**config.mk**
```make
export PLATFORM = sky130hd
export DESIGN_NAME = rail_sequencer
export DESIGN_NICKNAME = d
export VERILOG_FILES = /design/src/rtl/rail_sequencer.sv
export SDC_FILE = /design/constraint.sdc
export NUM_CORES = 1
export LEC_CHECK = 0
export ABC_CLOCK_PERIOD_IN_PS = 3300
export BUFFER_PORTS_ARGS = -buffer_cell sky130_fd_sc_hd__clkbuf_2
export CORE_ASPECT_RATIO = 1.75
export CORE_UTILIZATION = 58
export CTS_CLUSTER_SIZE = 14
export DETAILED_ROUTE_END_ITERATION = 8
export PLACE_DENSITY = 0.79
export SYNTH_ARGS = -nofsm -noshare
export SYNTH_HDL_FRONTEND = slang
export SYNTH_SLANG_ARGS = --single-unit
```
**constraint.sdc**
```tcl
create_clock -name sysclk_i -period 3.3 [get_ports sysclk_i]
set_input_delay 0.66 -clock sysclk_i [delete_from_list [all_inputs] [get_ports sysclk_i]]
set_output_delay 0.66 -clock sysclk_i [all_outputs]
set_load 0.01 [all_outputs]
```
**src/rtl/rail_sequencer.sv**
```systemverilog
// N-rail power sequencer: ordered ramp-up with power-good timeout and settle delay,
// reverse-order ramp-down, latched faults. Optional auto-retry via macro AUTO_RETRY_EN.
module rail_sequencer #(
  parameter int NUM_RAILS     = 4,
  parameter int TIMER_WIDTH   = 16,
  parameter int PG_TIMEOUT    = 16000,
  parameter int SETTLE_CYCLES = 6400,
  parameter int RETRY_DELAY   = 32000,
  parameter int RETRY_LIMIT   = 2
) (
  input  logic                 sysclk_i,
  input  logic                 reset_i,
  input  logic                 enable_i,
  input  logic [NUM_RAILS-1:0] pg_i,
  input  logic                 clear_fault_i,
  output logic [NUM_RAILS-1:0] rail_en_o,
  output logic                 all_good_o,
  output logic                 fault_o,
  output logic [NUM_RAILS-1:0] fault_rail_o,
  output logic [2:0]           state_o
);

  localparam int IDX_W = (NUM_RAILS > 1) ? $clog2(NUM_RAILS) : 1;
  localparam int T_MAX = (PG_TIMEOUT > SETTLE_CYCLES)
                       ? ((PG_TIMEOUT > RETRY_DELAY) ? PG_TIMEOUT : RETRY_DELAY)
                       : ((SETTLE_CYCLES > RETRY_DELAY) ? SETTLE_CYCLES : RETRY_DELAY);
  localparam bit CFG_OK = (NUM_RAILS >= 1) && (NUM_RAILS <= 8) &&
                          (((T_MAX - 1) >> TIMER_WIDTH) == 0) &&
                          (PG_TIMEOUT >= 1) && (SETTLE_CYCLES >= 1) &&
                          (RETRY_DELAY >= 2) && (RETRY_LIMIT >= 0);
  localparam logic [NUM_RAILS-1:0] RAIL_ONE = NUM_RAILS'(1);

  if (!CFG_OK) begin : g_cfg_check
    $error("rail_sequencer: parameter set out of range");
  end

  typedef enum logic [2:0] {
    ST_OFF        = 3'd0,
    ST_RAMP_UP    = 3'd1,
    ST_SETTLE     = 3'd2,
    ST_ON         = 3'd3,
    ST_RAMP_DOWN  = 3'd4,
    ST_FAULT      = 3'd5,
    ST_RETRY_WAIT = 3'd6
  } state_t;

  state_t                 state_q, state_d;
  logic [TIMER_WIDTH-1:0] timer_q, timer_d;
  logic [IDX_W-1:0]       idx_q, idx_d;
  logic [NUM_RAILS-1:0]   rail_en_q, rail_en_d;
  logic                   all_good_q, all_good_d;
  logic                   fault_q, fault_d;
  logic [NUM_RAILS-1:0]   fault_rail_q, fault_rail_d;
  logic [NUM_RAILS-1:0]   mon_s, fail_s, first_fail_s, down_en_s;
`ifdef AUTO_RETRY_EN
  localparam int RETRY_W = $clog2(RETRY_LIMIT + 2);
  logic [RETRY_W-1:0]     retry_q, retry_d;
`endif

  // One-hot of the lowest set bit, so simultaneous failures report the lowest rail.
  function automatic logic [NUM_RAILS-1:0] lowest_one(input logic [NUM_RAILS-1:0] v);
    return v & (~v + NUM_RAILS'(1));
  endfunction

  function automatic logic [NUM_RAILS-1:0] clear_msb(input logic [NUM_RAILS-1:0] v);
    logic [NUM_RAILS-1:0] r;
    logic                 done;
    r    = v;
    done = 1'b0;
    for (int i = NUM_RAILS - 1; i >= 0; i--) begin
      if (!done && v[i]) begin
        r[i] = 1'b0;
        done = 1'b1;
      end
    end
    return r;
  endfunction

  // Rails whose power-good is watched; the ramping rail is exempt until its pg rises.
  always_comb begin
    mon_s = '0;
    case (state_q)
      ST_RAMP_UP: mon_s = rail_en_q & ~(RAIL_ONE << idx_q);
      ST_SETTLE:  mon_s = rail_en_q;
      ST_ON:      mon_s = rail_en_q;
      default:    mon_s = '0;
    endcase
  end

  assign fail_s       = mon_s & ~pg_i;
  assign first_fail_s = lowest_one(fail_s);
  assign down_en_s    = clear_msb(rail_en_q);

  // Next-state logic: fault takes priority over enable drop in every monitored state.
  always_comb begin
    state_d      = state_q;
    timer_d      = timer_q;
    idx_d        = idx_q;
    rail_en_d    = rail_en_q;
    fault_d      = fault_q;
    fault_rail_d = fault_rail_q;
`ifdef AUTO_RETRY_EN
    retry_d      = retry_q;
`endif
    case (state_q)
      ST_OFF: begin
        timer_d = '0;
        if (enable_i) begin
          state_d   = ST_RAMP_UP;
          idx_d     = '0;
          rail_en_d = RAIL_ONE;
        end else begin
          rail_en_d = '0;
        end
      end
      ST_RAMP_UP: begin
        if (|fail_s) begin
          state_d      = ST_FAULT;
          rail_en_d    = '0;
          fault_d      = 1'b1;
          fault_rail_d = first_fail_s;
          timer_d      = '0;
        end else if (!enable_i) begin
          state_d   = (down_en_s == '0) ? ST_OFF : ST_RAMP_DOWN;
          rail_en_d = down_en_s;
          timer_d   = '0;
        end else if (pg_i[idx_q]) begin
          state_d = ST_SETTLE;
          timer_d = '0;
        end else if (timer_q == TIMER_WIDTH'(PG_TIMEOUT - 1)) begin
          state_d      = ST_FAULT;
          rail_en_d    = '0;
          fault_d      = 1'b1;
          fault_rail_d = RAIL_ONE << idx_q;
          timer_d      = '0;
        end else begin
          timer_d = timer_q + TIMER_WIDTH'(1);
        end
      end
      ST_SETTLE: begin
        if (|fail_s) begin
          state_d      = ST_FAULT;
          rail_en_d    = '0;
          fault_d      = 1'b1;
          fault_rail_d = first_fail_s;
          timer_d      = '0;
        end else if (!enable_i) begin
          state_d   = (down_en_s == '0) ? ST_OFF : ST_RAMP_DOWN;
          rail_en_d = down_en_s;
          timer_d   = '0;
        end else if (timer_q == TIMER_WIDTH'(SETTLE_CYCLES - 1)) begin
          timer_d = '0;
          if (idx_q == IDX_W'(NUM_RAILS - 1)) begin
            state_d = ST_ON;
`ifdef AUTO_RETRY_EN
            retry_d = '0;
`endif
          end else begin
            state_d   = ST_RAMP_UP;
            idx_d     = idx_q + IDX_W'(1);
            rail_en_d = rail_en_q | (RAIL_ONE << (idx_q + IDX_W'(1)));
          end
        end else begin
          timer_d = timer_q + TIMER_WIDTH'(1);
        end
      end
      ST_ON: begin
        timer_d = '0;
        if (|fail_s) begin
          state_d      = ST_FAULT;
          rail_en_d    = '0;
          fault_d      = 1'b1;
          fault_rail_d = first_fail_s;
        end else if (!enable_i) begin
          state_d   = (down_en_s == '0) ? ST_OFF : ST_RAMP_DOWN;
          rail_en_d = down_en_s;
        end else begin
          state_d = ST_ON;
        end
      end
      ST_RAMP_DOWN: begin
        if (timer_q == TIMER_WIDTH'(SETTLE_CYCLES - 1)) begin
          rail_en_d = down_en_s;
          timer_d   = '0;
          state_d   = (down_en_s == '0) ? ST_OFF : ST_RAMP_DOWN;
        end else begin
          timer_d = timer_q + TIMER_WIDTH'(1);
        end
      end
      ST_FAULT: begin
        timer_d   = '0;
        rail_en_d = '0;
        if (clear_fault_i && !enable_i) begin
          state_d      = ST_OFF;
          fault_d      = 1'b0;
          fault_rail_d = '0;
`ifdef AUTO_RETRY_EN
          retry_d      = '0;
        end else if (enable_i && (retry_q < RETRY_W'(RETRY_LIMIT))) begin
          // The FAULT cycle counts toward the delay, so the timer starts at one.
          state_d = ST_RETRY_WAIT;
          retry_d = retry_q + RETRY_W'(1);
          timer_d = TIMER_WIDTH'(1);
`endif
        end else begin
          state_d = ST_FAULT;
        end
      end
`ifdef AUTO_RETRY_EN
      ST_RETRY_WAIT: begin
        rail_en_d = '0;
        if (!enable_i) begin
          state_d = ST_FAULT;
          timer_d = '0;
        end else if (timer_q == TIMER_WIDTH'(RETRY_DELAY - 1)) begin
          state_d   = ST_RAMP_UP;
          idx_d     = '0;
          rail_en_d = RAIL_ONE;
          timer_d   = '0;
        end else begin
          timer_d = timer_q + TIMER_WIDTH'(1);
        end
      end
`endif
      default: begin
        // Illegal encoding: drop every rail and latch a fault.
        state_d   = ST_FAULT;
        rail_en_d = '0;
        fault_d   = 1'b1;
        timer_d   = '0;
      end
    endcase
    all_good_d = (state_q == ST_ON) && (state_d == ST_ON);
  end

  // State and output registers with synchronous reset.
  always_ff @(posedge sysclk_i) begin
    if (reset_i) begin
      state_q      <= ST_OFF;
      timer_q      <= '0;
      idx_q        <= '0;
      rail_en_q    <= '0;
      all_good_q   <= 1'b0;
      fault_q      <= 1'b0;
      fault_rail_q <= '0;
`ifdef AUTO_RETRY_EN
      retry_q      <= '0;
`endif
    end else begin
      state_q      <= state_d;
      timer_q      <= timer_d;
      idx_q        <= idx_d;
      rail_en_q    <= rail_en_d;
      all_good_q   <= all_good_d;
      fault_q      <= fault_d;
      fault_rail_q <= fault_rail_d;
`ifdef AUTO_RETRY_EN
      retry_q      <= retry_d;
`endif
    end
  end

  assign rail_en_o    = rail_en_q;
  assign all_good_o   = all_good_q;
  assign fault_o      = fault_q;
  assign fault_rail_o = fault_rail_q;
  assign state_o      = state_q;

endmodule

```
==> results of run 1 <==
## worst max-delay path, stage by stage (launching register included)
cell and delay, ps:
dfxtp_1 450, ha_1 300, nor2b_1 70, o211ai_1 270
nand4_1 400, o31a_1 420, or4b_1 510, a21oi_1 140
## state kept, by name (all words and copies together), names as in the netlist
register	flops
rail_en_o	4
all_good_o	1
fault_rail_o	4
fault_o	1
timer_q	16
idx_q	2
state_o	3
## kinds of logic after synthesis
group | Yosys count | synth area share [%]
and+or+nand+nor | 122 | 31.49
AOI/OAI and AO/OA | 61 | 20.55
DFF | 31 | 31.55
buffers and inverters | 21 | 4.199
xor gates and xnor gates | 13 | 5.789
adders and majority gates | 6 | 3.690
muxes | 4 | 2.735
## power by group through the flow
stage                     clock network, mW  logic (mW)  registers [mW]
after floorplan                           0      0.0525           0.394
after global placement                    0      0.0750           0.396
after detailed placement                  0      0.0760           0.396
after CTS                             0.392      0.0767           0.388
after global routing                  0.407      0.0859           0.388
final                                 0.387      0.0777           0.388
## layer usage
metal,routed length (um),vias to the layer above
met5,0,-
met4,231,0
met3,232,26
met2,2855,87
met1,1855,923
li1,-,960
## layout by cell type, fill, tap and decap left out, types with 4 or more instances in the layout
cell      Yosys  routed
clkbuf_8      0       6
nand2_1      33      33
xnor2_1       8       8
nand2b_1      7       7
a21oi_1      17      17
buf_4         0       4
nor2b_1       6       6
o21ai_0      12      12
nor2_1       33      33
nand3_1      11      11
ha_1          5       5
or3_1         5       5
clkbuf_2      0      20
o211ai_1      4       4
xor2_1        5       5
dfxtp_1      31      31
nand4_1       5       5
nor3_1        5       5
inv_1        10      10
## how the worst min path moves through the flow
stage                    startpoint              end  slack (ps)  depth (start not counted)
detailed placement  fault_rail_o[2]  fault_rail_o[2]         450                          2
CTS                 fault_rail_o[2]  fault_rail_o[2]         460                          2
global placement    fault_rail_o[3]  fault_rail_o[3]         440                          2
finish              fault_rail_o[2]  fault_rail_o[2]         450                          2
global route        fault_rail_o[1]  fault_rail_o[1]         480                          2
floorplan                timer_q[0]       timer_q[0]         470                          1
## final cells by class
cell class	instances	area, um2
fill	288	952.2
sequential	31	620.6
clock inverter	2	35.03
clock buffer	6	82.58
timing repair buffer	24	130.1
tap	43	53.80
inverter	10	37.54
multi-input combinational	206	1264
## per-stage QoR
step / hold slack, ps / setup slack, ps / cells
6_report: 450.4 / 682.8 / 322
5_1_grt: 477.0 / 535.5 / 322
4_1_cts: 455.1 / 717.0 / 322
3_5_place_dp: 445.3 / 747.9 / 314
3_3_place_gp: 437.0 / 777.4 / 314
2_1_floorplan: 470.9 / 854.4 / 258
==> results_dict.tcl, run 1 <==
set metrics [dict create \
    final_cell_area_mm2 0.002223 \
    finalHoldViolCount 0 \
    place_area_mm2 0.002106 \
    worst_ir_drop_vdd_v 0.0004285 \
    vias 1996 \
    synth.top_cell.area_share_pct 31.55 \
    reg2reg_to "idx_q[1]" \
    via_count_of_the_first_global_routing_pass 1942 \
    power_mw 0.8525 \
    boundaryPins 21 \
    timing.critical_path.from "idx_q[0]" \
    postSynth.asyncResetShare_pct 0 \
    number_of_synthesized_register_bits 31 \
    r2r_cells 7 \
    grt_max_degree 22 \
    intPower_mw 0.6527 \
    cts_num_sinks 31 \
    fin_worst_skew_ps 10.70 \
    start_util_pct 61.94 \
    number_of_detailed_route_iterations_in_the_first_pass 4 \
    die_area_mm2 0.003637 \
    rrSetupSlack_ps 680 \
    post_cts.resized_instances 0 \
    slew-limit-headroom_pct 64.19 \
    route.final.wire_length_um 5175 \
    cts-root-buf "clkbuf_8" \
    clkSlewWorstSetupHoldPaths_ps 70 \
    die_height_um 79.04 \
    worstMarginPinSlew_ps 534.7 \
    critPathCapture "idx_q[1]" \
    power.share.combinational_pct 9.1 \
    critPathCaptureType "flop" \
    critical_path_class "reg2reg" \
    final_core_utilization_pct 70.02 \
    hpwl_um 3689 \
    postSynth.topFlopCell "dfxtp_1" \
    minimum_clock_period_ps 2617 \
    routed_wire_length_per_instance_um 16.07 \
    synth_enable_flop_cells 0 \
    htree_num_levels 2 \
    setup-tns-final_ps 0 \
    seqPwrFrac_pct 45.5 \
    netlist_top_cells_area "dfxtp_1, nand2_1, nor2_1" \
    gp_congestion 0.9042 \
    use_met2_pct 54.65 \
    groute.layer.met1.usage_pct 29.83 \
    layout-drive-gt1-share_pct 12.90 \
    synth-seq-area-share_pct 31.55 \
    max-cap-violations 0 \
    power_switching_mw 0.1997 \
    core_region_area_mm2 0.003176 \
    worst_hold_path_type "reg2reg" \
    tritoncts "yes" \
    slew_viol_final 0 \
    globalRoute.totalOverflow 0 \
    grt_first_pass_wirelength_um 8369 \
    ys_top_cells_by_count "nand2_1, nor2_1, dfxtp_1" \
    finalCritPeriodShare_pct 79.31 \
    synth_area_leader_cell "dfxtp_1" \
    nets_finish 291 \
    post_synth_num_cell_types 54 \
    chipWidth_um 46.02 \
    antenna_diode_instance_count 0 \
    final_report_setup_violation_count 0 \
    fmaxAchievable_mhz 382.1 \
    groute.layer.met3.usage_pct 8.182 \
    ant_nets 0 \
    global_route.peak_usage_layer "met2" \
    cts_buffers 5 \
    crit_arrival_ps 2840 \
    grt_setup_unrepaired "no" \
    groute.usage.overall_pct 31.66 \
    initial_drc_count 115 \
    syn-mean-instance-area_um2 7.624 \
    yosysWarningCount 0 \
    worst_setup_path_start_kind "flop" \
    mappedNetlistArea_mm2 0.001967 \
    worst-endpoint-required_ps 3520 \
    syn_nets 271 \
    power_density_mw_per_mm2 383.4 \
    p_leak_nw 0.8384 \
    syn2layout_area_growth_pct 13.04 \
    clock_tree.buffer_depth 2 \
    status "finished clean" \
    cts_setup_buffers 0 \
    grt_antenna_before_repair 0 \
    hold_buffers 0 \
    synth_cells 258 \
    port_buffers 20 \
    clk_latency_ps 290 \
    clkPwrFrac_pct 45.3 \
    regToRegStartpoint "idx_q[0]" \
    core.rowCount 27 \
    swShare_pct 23.43 \
    crit_path_max_fanout 10 \
    drc 0 \
    dr_vias_cell 6.199 \
]
Note: power is estimated with default switching activity, not from simulation.
==> run 2, diff against run 1 <==
ABC_CLOCK_PERIOD_IN_PS = 2350   (was 3300)
CORE_UTILIZATION = 53   (was 58)
PLACE_DENSITY = 0.76   (was 0.79)
clock period = 2.35 ns   (was 3.3 ns; I/O delays follow)
==> run 2 against run 1 <==
  * Flip-flop and latch count unchanged
  * Worst hold slack better by 2.7 ps
  * Sequential power up 39%
  * Critical path depth up 1
  * Highest routed layer unchanged
  * Clock power up 7.2%
  * Non-clock buffer count up 19
==> results_dict.tcl, run 2 (synthesized netlist as in run 1, its figures left out) <==
set metrics [dict create \
    largest_reg_flops 16 \
    worst_hold_path_type "reg2reg" \
    fill_cells 304 \
    layout.area.seq_um2 621.8 \
    cts-root-buf "clkbuf_8" \
    power_mw 1.079 \
    critical_path_class "reg2reg" \
    crit_slowest_cell "or4b_1" \
    worst_hold_startpoint "fault_rail_o[3]" \
    die_height_um 82.59 \
    worst-endpoint-required_ps 2570 \
    nets_finish 310 \
    boundaryPins 21 \
    detail_route.wirelength.met1_um 2093 \
    dr_vias_cell 5.933 \
    tritoncts "yes" \
    start_util_pct 56.71 \
    met2_length_um 2913 \
    clk_latency_ps 290 \
    fmaxAchievable_mhz 438.7 \
    grt_setup_unrepaired "no" \
    cts_num_sinks 31 \
    htree_num_levels 2 \
    crit_path_leading_delay_family "simple AND/OR/NAND/NOR gates" \
    max_flop_register "timer_q" \
    fin_worst_skew_ps 10.76 \
    slew-limit-headroom_pct 69.39 \
    groute.usage.overall_pct 30.92 \
    core_region_area_mm2 0.003468 \
    p_leak_nw 0.9238 \
    number_of_detailed_route_iterations_in_the_first_pass 4 \
    chipWidth_um 48.05 \
    ant_nets 0 \
    reg2reg_to "idx_q[1]" \
    hpwl_um 4130 \
    power_density_mw_per_mm2 455.7 \
    hold_buffers 0 \
    grt_antenna_before_repair 0 \
    hold_path_depth 2 \
    layout_common_cells "nor2_1, nand2_1, dfxtp_1, buf_4, clkbuf_2" \
    vias 2035 \
    worst-path-buf-inv 1 \
    regToRegStartpoint "idx_q[0]" \
    antenna_diode_instance_count 0 \
    crit_path_max_fanout 4 \
    worst_ir_drop_vdd_v 0.0003940 \
    fin_hold_ws_ps 453.1 \
    top_signal_layer_used "met4" \
    r2r_cells 8 \
    worstMarginPinSlew_ps 454.4 \
    finalCritPeriodShare_pct 97.00 \
    worst_setup_path_start_kind "flop" \
    crit_arrival_ps 2500 \
    via_count_of_the_first_global_routing_pass 1931 \
    worst_path_largest_cell_delay_ps 540 \
    route.final.wire_length_um 5459 \
    slew_viol_final 0 \
    drc 0 \
    globalRoute.totalOverflow 0 \
    critPathCaptureType "flop" \
    layout-drive-gt1-share_pct 20.13 \
    timing.critical_path.cells "buf_4 -> ha_1 -> nor2b_1 -> o211ai_1 -> nand4_1 -> o31a_1 -> or4b_1 -> a21oi_2" \
    clock_tree.buffer_depth 2 \
    post-route-worst-setup-slack_ps 70.38 \
    cts_buffers 5 \
    status "finished clean" \
    met3WireLength_um 178 \
    rrSetupSlack_ps 70 \
    core.rowCount 28 \
    finalHoldViolCount 0 \
    initial_drc_count 88 \
    dpl_worst_slack_ps 62.11 \
    syn2layout_area_growth_pct 20.36 \
    clkSlewWorstSetupHoldPaths_ps 70 \
    max-cap-violations 0 \
    gp_congestion 0.9952 \
    routed_wire_length_per_instance_um 15.92 \
    port_buffers 20 \
    timing.hold.worst_endpoint "fault_rail_o[3]" \
    multi_input_area_mm2 0.001282 \
    minimum_clock_period_ps 2280 \
    grt_max_degree 18 \
    final_report_setup_violation_count 0 \
    setup-tns-final_ps 0 \
    die_area_mm2 0.003968 \
    grt_first_pass_wirelength_um 8597 \
]
run 2: power by group:
group	internal (mW)	total [mW]	switching [mW]
logic	0.0493	0.122	0.0731
registers	0.532	0.541	0.00880
clock network	0.202	0.415	0.213
total	0.784	1.08	0.295
run 2: timing repair:
item                                   4_1_cts  5_1_grt
gates resized for setup                      0        4
setup endpoints to repair                    0        9
buffers inserted                             0        1
endpoints found under the hold margin        0        0
run 2: area by class of cell:
type / instances / area share (%)
clock buffers: 5 / 2.907
clock inverters: 3 / 0.6342
inverters: 10 / 1.586
multi-input cells: 206 / 54.18
flip-flops and latches: 31 / 26.27
well taps: 45 / 2.378
repair buffers: 43 / 12.05
run 2: routing by layer:
layer / vias up / global-route usage [%]
met2: 78 / 53.92
met4: 0 / 21.39
met3: 28 / 8.043
li1: 999 / -
met1: 930 / 29.29
met5: - / 0
run 2: how the worst max path moves through the flow:
stage / cells past startpoint / to / startpoint / slack (ps)
final: 8 / idx_q[1] / idx_q[0] / 70
after global routing: 8 / idx_q[1] / idx_q[0] / 4
after CTS: 9 / all_good_o / idx_q[0] / 50
after detailed placement: 9 / all_good_o / idx_q[0] / 60
after global placement: 9 / all_good_o / idx_q[0] / 110
after floorplan: 7 / idx_q[1] / idx_q[0] / 100
run 2: per-stage QoR:
| step | util, % | cells | instance area [um2] |
|---|---|---|---|
| floorplan | - | 258 | 1974 |
| global placement | 65.22 | 334 | 2262 |
| detailed placement | 65.22 | 334 | 2262 |
| CTS | 67.64 | 342 | 2346 |
| global route | 68.25 | 343 | 2367 |
| finish | 68.25 | 343 | 2367 |
run 2: tightest hold or removal path, delay by kind of cell, from the launching register on:
kind	cells	cell delay, ps
flip-flops	1	310
AND/OR/NAND/NOR	1	50
AO/OA/AOI/OAI	1	50
==> run 3, diff against run 2 <==
ABC_CLOCK_PERIOD_IN_PS = 2740   (was 2350)
CORE_UTILIZATION = 63   (was 53)
GPL_TIMING_DRIVEN = 0   (was default)
PLACE_DENSITY = 0.85   (was 0.76)
clock period = 2.74 ns   (was 2.35 ns; I/O delays follow)
==> run 3 against run 2 <==
  * Non-clock buffer count is 13 lower
  * Worst setup slack gained 79 ps
  * Routed wire length decreased by 8.4%
  * First-iteration DRC count is 11% lower
  * Global-route usage increased by 1.0 points
  * Register-to-register slack improved by 80 ps
  * Total power down 14%
  * Utilization up 7.2 points
  * Critical path type unchanged
  * Largest power group unchanged
==> results_dict.tcl, run 3 (synthesized netlist as in run 1, its figures left out) <==
set metrics [dict create \
    dpl_worst_slack_ps -237.8 \
    finalHoldViolCount 0 \
    port_buffers 18 \
    worst_hold_path_type "reg2reg" \
    cts_num_sinks 31 \
    htree_num_levels 2 \
    worst-endpoint-required_ps 2960 \
    die_area_mm2 0.003358 \
    core.rowCount 26 \
    rrSetupSlack_ps 150 \
    regToRegStartpoint "timer_q[8]" \
    final_report_setup_violation_count 0 \
    swShare_pct 25.59 \
    timing.critical_path.depth 6 \
    finalNonFillerCells 312 \
    timing.hold.worst_endpoint "fault_rail_o[2]" \
    final_core_utilization_pct 75.43 \
    syn2layout_area_growth_pct 12.28 \
    timing.critical_path.mode_cell "or3_1" \
    post-route-worst-setup-slack_ps 149.5 \
    power_switching_mw 0.2372 \
    crit_path_max_fanout 7 \
    fin_hold_ws_ps 449.2 \
    r2r_cells 6 \
    max-cap-violations 0 \
    placed_cells_incl_taps 304 \
    hpwl_um 3654 \
    intPower_mw 0.6899 \
    power.share.combinational_pct 10.5 \
    timing.critical_path.cells "or3_1 -> nor4_1 -> a21o_1 -> a31oi_1 -> or3_1 -> a21oi_1" \
    slew_viol_final 0 \
    number_of_detailed_route_iterations_in_the_first_pass 6 \
    crit_arrival_ps 2810 \
    worst_setup_path_start_kind "flop" \
    worstMarginPinSlew_ps 784.5 \
    timing.critical_path.from "timer_q[8]" \
    dr_vias_cell 6.381 \
    minimum_clock_period_ps 2591 \
    fin_worst_skew_ps 3.497 \
    nets_finish 297 \
    via_count_of_the_first_global_routing_pass 1887 \
    hold_path_depth 2 \
    boundaryPins 21 \
    globalRoute.totalOverflow 0 \
    grt_antenna_before_repair 0 \
    start_util_pct 67.18 \
    worst_hold_startpoint "fault_rail_o[2]" \
    route.final.wire_length_um 5001 \
    setup-tns-final_ps 0 \
    hold_buffers 0 \
    power_density_mw_per_mm2 419.8 \
    clkPwrFrac_pct 39.4 \
    cts-root-buf "clkbuf_8" \
    grt_max_degree 11 \
    crit_path_leading_delay_family "simple AND/OR/NAND/NOR gates" \
    antenna_diode_instance_count 0 \
    ant_nets 0 \
    critPathCaptureType "flop" \
    gp_congestion 0.9406 \
    clock_tree.buffer_depth 2 \
    routed_wire_length_per_instance_um 16.03 \
    critical_path_class "reg2reg" \
    reg2reg_to "fault_rail_o[3]" \
    fmaxAchievable_mhz 386.0 \
    final_cell_area_mm2 0.002208 \
    max_flop_register "timer_q" \
    power_mw 0.9271 \
    p_leak_nw 0.8302 \
    vias 1991 \
    place_area_mm2 0.002092 \
    core_region_area_mm2 0.002928 \
    groute.usage.overall_pct 31.93 \
    clk_latency_ps 290 \
    slew-limit-headroom_pct 47.21 \
    grt_first_pass_wirelength_um 8079 \
    status "finished clean" \
    worst-path-buf-inv 0 \
    crit_slowest_cell "nor4_1" \
    drc 0 \
    clkSlewWorstSetupHoldPaths_ps 60 \
    worst_ir_drop_vdd_v 0.0003398 \
    cts_buffers 5 \
    die_height_um 75.92 \
    largest_reg_flops 16 \
    worst_path_largest_cell_delay_ps 700 \
    layout-drive-gt1-share_pct 12.32 \
    tritoncts "yes" \
    initial_drc_count 78 \
    finalCritPeriodShare_pct 94.54 \
    seqPwrFrac_pct 50.1 \
    chipWidth_um 44.24 \
    layout_common_cells "nor2_1, nand2_1, dfxtp_1, clkbuf_2, a21oi_1" \
]
[run 3: worst max-delay path by stage]
stage | end | slack [ps]
final | fault_rail_o[3] | 150
after global routing | fault_rail_o[3] | -20
after CTS | timer_q[1] | 20
after detailed placement | timer_q[4] | -240
after global placement | timer_q[10] | -210
after floorplan | timer_q[10] | 290
[run 3: power groups by stage]
stage | registers (mW) | clock network [mW] | logic [mW]
2_1_floorplan | 0.475 | 0 | 0.0632
3_3_place_gp | 0.474 | 0 | 0.0927
3_5_place_dp | 0.474 | 0 | 0.0933
4_1_cts | 0.464 | 0.372 | 0.0947
5_1_grt | 0.464 | 0.391 | 0.107
6_report | 0.464 | 0.366 | 0.0973
[run 3: cell type report]
class | count | area [um2]
multi-input combinational | 206 | 1281
sequential | 31 | 620.6
inverter | 10 | 37.54
buffer | 11 | 48.80
clock inverter | 1 | 5.005
fill | 230 | 719.4
tap | 28 | 35.03
timing repair buffer | 19 | 97.59
clock buffer | 6 | 82.58
[run 3: layer usage]
layer  global-route usage, %  wire, um  up-vias
met5                       0         0        -
met4                   21.52       197        0
met3                   6.667       283       20
met2                   56.62      2714       87
met1                   30.45      1806      912
li1                        -         -      972
[run 3: worst min-delay path, delay by kind of cell (launching register included)]
| kind | cells | cell delay (ps) |
|---|---|---|
| simple gates | 1 | 50 |
| compound gates | 1 | 50 |
| flops | 1 | 310 |
[run 3: timing repair]
item | in CTS | in global routing
endpoints found under the setup margin | 10 | 15
gates resized for setup | 2 | 3
setup buffers | 0 | 1
